<file path="src/rtl/cam_alu_pkg.sv">
// Shared definitions for the CAM adder slice: default sizes, table entry type,
// sequencer state encoding and the full-adder table entry function.
package cam_alu_pkg;

    localparam int CAM_WIDTH_DEF = 4;
    localparam int NUM_CELL_DEF  = 8;

    typedef logic [1:0] cam_entry_t;

    typedef enum logic [1:0] {
        FILL  = 2'd0,
        WRITE = 2'd1,
        READY = 2'd2,
        HOLD  = 2'd3
    } seq_state_t;

    // idx = {a, b, c}; result is {carry, sum}
    function automatic cam_entry_t fa_entry(input logic [2:0] idx);
        logic s;
        logic cy;
        s  = ^idx;
        cy = (idx[2] & idx[1]) | (idx[2] & idx[0]) | (idx[1] & idx[0]);
        return {cy, s};
    endfunction

endpackage

</file>
<file path="src/rtl/cam_operand_sequencer.sv">
// Builds the full-adder CAM table, writes it to the adder once, then issues held
// operand triples. Optional macro CAM_TBL_PROG_EN adds a programmable shadow table.
module cam_operand_sequencer
    import cam_alu_pkg::*;
#(
    parameter int CAM_WIDTH   = CAM_WIDTH_DEF,
    parameter int NUM_CELL    = NUM_CELL_DEF,
    parameter int HOLD_CYCLES = 6
) (
    input  logic                  clk,
    input  logic                  rst,
    input  logic                  in_valid,
    output logic                  in_ready,
    input  logic [CAM_WIDTH-1:0]  in_a,
    input  logic [CAM_WIDTH-1:0]  in_b,
    input  logic [CAM_WIDTH-1:0]  in_c,
    input  logic                  reload,
`ifdef CAM_TBL_PROG_EN
    input  logic                  prog_we,
    input  logic [2:0]            prog_addr,
    input  logic [1:0]            prog_data,
`endif
    output logic                  write_en,
    output logic [NUM_CELL*2-1:0] data,
    output logic [CAM_WIDTH-1:0]  a,
    output logic [CAM_WIDTH-1:0]  b,
    output logic [CAM_WIDTH-1:0]  c,
    output logic                  op_done,
    output logic                  busy,
    output seq_state_t            state_dbg
);

    seq_state_t state;
    logic [2:0] fill_idx;
    logic [3:0] hold_cnt;
    logic       reload_pend;
    cam_entry_t tbl [NUM_CELL];
    cam_entry_t fill_src;

    // Handshake: a triple transfers on a rising edge where in_valid && in_ready;
    // in_ready depends only on state, never on in_valid.
    assign in_ready  = (state == READY);
    assign busy      = (state != READY);
    assign write_en  = (state == WRITE);
    assign op_done   = (state == HOLD) && (hold_cnt == 4'd0);
    assign state_dbg = state;

    always_comb begin
        data = '0;
        for (int i = 0; i < NUM_CELL; i++) begin
            data[2*i +: 2] = tbl[i];
        end
    end

`ifdef CAM_TBL_PROG_EN
    cam_entry_t ptbl [NUM_CELL];

    // Shadow writes land any time outside FILL so a rebuild never sees a torn table.
    always_ff @(posedge clk) begin
        if (rst) begin
            for (int i = 0; i < NUM_CELL; i++) begin
                ptbl[i] <= fa_entry(3'(i));
            end
        end else if (prog_we && (state != FILL)) begin
            ptbl[prog_addr] <= prog_data;
        end
    end

    assign fill_src = ptbl[fill_idx];
`else
    assign fill_src = fa_entry(fill_idx);
`endif

    always_ff @(posedge clk) begin
        if (rst) begin
            state       <= FILL;
            fill_idx    <= 3'd0;
            hold_cnt    <= 4'd0;
            reload_pend <= 1'b0;
            a           <= '0;
            b           <= '0;
            c           <= '0;
            for (int i = 0; i < NUM_CELL; i++) begin
                tbl[i] <= '0;
            end
        end else begin
            case (state)
                FILL: begin
                    tbl[fill_idx] <= fill_src;
                    fill_idx      <= fill_idx + 3'd1;
                    if (fill_idx == 3'(NUM_CELL - 1)) begin
                        state <= WRITE;
                    end
                end
                WRITE: begin
                    state <= READY;
                end
                READY: begin
                    if (in_valid) begin
                        a        <= in_a;
                        b        <= in_b;
                        c        <= in_c;
                        hold_cnt <= 4'(HOLD_CYCLES - 1);
                        state    <= HOLD;
                        if (reload) begin
                            reload_pend <= 1'b1;
                        end
                    end else if (reload) begin
                        state    <= FILL;
                        fill_idx <= 3'd0;
                    end
                end
                HOLD: begin
                    if (reload) begin
                        reload_pend <= 1'b1;
                    end
                    if (hold_cnt == 4'd0) begin
                        if (reload_pend || reload) begin
                            state       <= FILL;
                            fill_idx    <= 3'd0;
                            reload_pend <= 1'b0;
                        end else begin
                            state <= READY;
                        end
                    end else begin
                        hold_cnt <= hold_cnt - 4'd1;
                    end
                end
                default: begin
                    state <= FILL;
                end
            endcase
        end
    end

endmodule

</file>
<file path="config.mk">
export PLATFORM = sky130hd
export DESIGN_NAME = cam_operand_sequencer
export DESIGN_NICKNAME = d
export VERILOG_FILES = /design/src/rtl/cam_alu_pkg.sv /design/src/rtl/cam_operand_sequencer.sv
export SDC_FILE = /design/constraint.sdc
export NUM_CORES = 1
export LEC_CHECK = 0
export ABC_AREA = 1
export CAP_MARGIN = 20
export CORE_ASPECT_RATIO = 1.4
export CORE_UTILIZATION = 46
export DETAILED_ROUTE_END_ITERATION = 12
export PLACE_DENSITY = 0.89
export SYNTH_ARGS = -nofsm -noshare
export SYNTH_HDL_FRONTEND = slang
export SYNTH_SLANG_ARGS = --single-unit
export TNS_END_PERCENT = 100
</file>
<file path="constraint.sdc">
create_clock -name clk -period 1.71 [get_ports clk]
set_clock_uncertainty 0.1 [all_clocks]
set_input_delay 0.2565 -clock clk [delete_from_list [all_inputs] [get_ports clk]]
set_output_delay 0.2565 -clock clk [all_outputs]
set_load 0.05 [all_outputs]
</file>
==> run_results.csv <==
group,metric,value,unit
placed_design,dpl_cell_area,2243,um^2
timing,slew_headroom,84.07,%
synthesis,ys_seq_area_share,53.96,%
pwr,leakage,1.076,nW
worst_setup_path,worstPathMaxFanout,3,
routing,wl_met2,2030,um
clock_network,cts_made_buffers,5,
die,start_util,49.15,%
finish,antenna_cells,0,
pwr,power.total,3.453,mW
worst_setup_path,crit_path_cell_trace,"inv_1, ha_4, nand2_2, inv_1, nand2_1, inv_1, buf_12",
worst_setup_path,cp-endpoint,"op_done",
routing,post-route-drc-count,0,
routing,drtAntennaViolNets,0,
worst_setup_path,start_kind,"flip-flop",
worst_setup_path,r2r_cells,5,
timing,hold_violations,0,
global_routing,globalRoute.totalOverflow,0,
min_path,min_path_type,"reg2reg",
clock_network,worstSkewPairLatency,290,ps
routing,first_iter_violations,15,
finish,fill_cells,274,
worst_setup_path,crit_path_frequent_cell,"inv_1",
flow_run,drv_cap,0,
timing,finalSetupViolCount,0,
die,io_pins,50,
synthesis,avgSynthCellArea,8.325,um^2
die,die_height,74.07,um
clock_network,cts_sinks,38,
global_routing,grt_max_degree,16,
finish,layout_commonest_cell,"nand2_1",
placed_design,pre_cts_ws,47.40,ps
routing,vias,1523,
worst_setup_path,end_kind,"output pin",
timing,fin_ws,68.67,ps
global_routing,grt_pass1_vias,1523,
worst_setup_path,startpoint,"hold_cnt[0]",
placed_design,detailed_place_hpwl,2739,um
synthesis,netlist_area,1707,um^2
die,core_area,3472,um^2
routing,vias_per_cell,4.993,
placed_design,globalplace.congestion,0.7528,
worst_setup_path,crit_cells,7,
global_routing,antenna_found_initial,0,
routing,wirelength,3573,um
global_routing,grt_pass1_wl,6003,um
worst_setup_path,cpMaxStageDelayCell,"dfxtp_2",
worst_setup_path,critPathMaxStageDelay,330,ps
clock_network,cts_tree,"done",
die,fp.dieArea,3961,um^2
routing,dr.max_layer_used,"met4",
placed_design,dp.cells,296,
finish,area_growth,37.98,%
synthesis,ys_ff_latch,38,
outcome,status,"finished, final reports clean",
worst_setup_path,path_class,"reg2out",
finish,final_area,2355,um^2
routing,first_pass_iters,4,
worst_setup_path,crit_arrival,1280,ps
synthesis,ys_top_cells_by_area,"edfxtp_1 28%, dfxtp_1 26%, nand2_1 11%",
clock_network,clock_path_buffers,2,
die,fp.dieW,53.48,um
synthesis,synth.top_cell.area_share,28.15,%
clock_network,cts_root_buf,"clkbuf_8",
clock_network,clkTransAtPathRegs,70,ps
worst_setup_path,r2r_end,"tbl[1][1]",
routing,met3_length,201,um
synthesis,synth_nets,225,
global_routing,grt_use_total,20.93,%
timing,min_period,1641,ps
worst_setup_path,crit_family,"buffers and inverters",
finish,nNetsFinal,284,
synthesis,ys_types,21,
timing,report.final.slew_viol_count,0,
placed_design,portBuffers,49,
finish,layout_common_cells,"46 x nand2_1, 39 x buf_4, 37 x nor2_1",
timing,fmax,0.6093,GHz
clock_network,cts_max_level,2,
worst_setup_path,r2r_slack,250,ps
synthesis,synthCells,205,
timing,worst_slew_pin_slew,238.7,ps
pwr,peakVddDrop,0.001071,V
timing,final.period_utilization,95.98,%
synthesis,yosysTopAreaCell,"edfxtp_1",
worst_setup_path,r2r_start,"state_dbg[1]",
worst_setup_path,path_buf_inv,4,
timing,hold_ws,366.6,ps
die,num_rows,25,
synthesis,synth_warnings,0,
finish,drive_above_1_share,25.66,%
finish,final_cells,305,
routing,wl_met1,1270,um
worst_setup_path,cp.required,1350,ps
pwr,p_per_area,1466,nW/um^2
routing,wl_per_cell,11.71,um
[worst min path at each step]
stage / from / endpoint / slack [ps] / cells after the start
finish: a[1] / a[1] / 370 / 2
global route: a[2] / a[2] / 390 / 2
CTS: a[1] / a[1] / 370 / 2
detailed placement: a[1] / a[1] / 360 / 2
global placement: b[2] / b[2] / 350 / 2
floorplan: in_c[2] / c[2] / 320 / 2
[metal layers]
layer	vias up	global-route usage [%]
li1	778	-
met1	685	18.32
met2	54	40.97
met3	6	5.317
met4	0	11.40
met5	-	0
[synthesized netlist by cell type, drive strengths merged]
library cell  count
ha                3
xor2              1
fa                1
buf               3
dfxtp            22
nor3              1
inv              19
a21oi            16
clkbuf            3
o21ai             5
nand2            52
edfxtp           16
nand3            22
nor2             41
[flip-flops by register name, indices dropped and copies added, names as in the netlist]
register / cells
fill_idx: 3
hold_cnt: 4
b: 4
tbl: 16
a: 4
state_dbg: 2
reload_pend: 1
c: 4
[cells by family after synthesis]
logic type | count (synthesis) | synth area share, %
AOI/OAI and AO/OA | 21 | 6.158
xor gates and xnor gates | 1 | 0.5133
adders and majority gates | 4 | 3.373
buffers and inverters | 25 | 6.158
DFF | 38 | 53.96
and+or+nand+nor | 116 | 29.84
[stage by stage]
stage / utilization, % / TNS [ps]
after global placement: 64.61 / 0
after global routing: 67.82 / -0.5164
final: 67.82 / 0
after floorplan: - / 0
after detailed placement: 64.61 / 0
after CTS: 67.17 / 0
[area by class of cell]
type	instances	area (um^2)	share of cell area, %
Timing Repair Buffer	58	523.0	22.21
Sequential cell	38	924.6	39.27
Multi-Input combinational cell	142	698.2	29.65
Tap cell	40	50.05	2.125
Inverter	19	73.82	3.135
Clock buffer	5	68.82	2.922
Clock inverter	3	16.27	0.6908
[what timing repair did]
action | in CTS | in global routing
buffers inserted | 0 | 1
setup endpoints to repair | 1 | 2
hold buffers | 0 | 0
gates cloned | 0 | 0
resized for setup | 2 | 3
pin swaps | 0 | 2
[where the power goes]
group	internal, mW	switching (mW)	leakage [nW]
combinational	0.569	1.08	0.689
sequential	1.11	0.103	0.346
clock	0.279	0.311	0.0416
[worst min-delay path, stage by stage (launching register included)]
cell and delay, ps:
dfxtp_1 310, nand2_1 60, a21oi_1 50
Note: power is estimated with default switching activity, not from simulation.
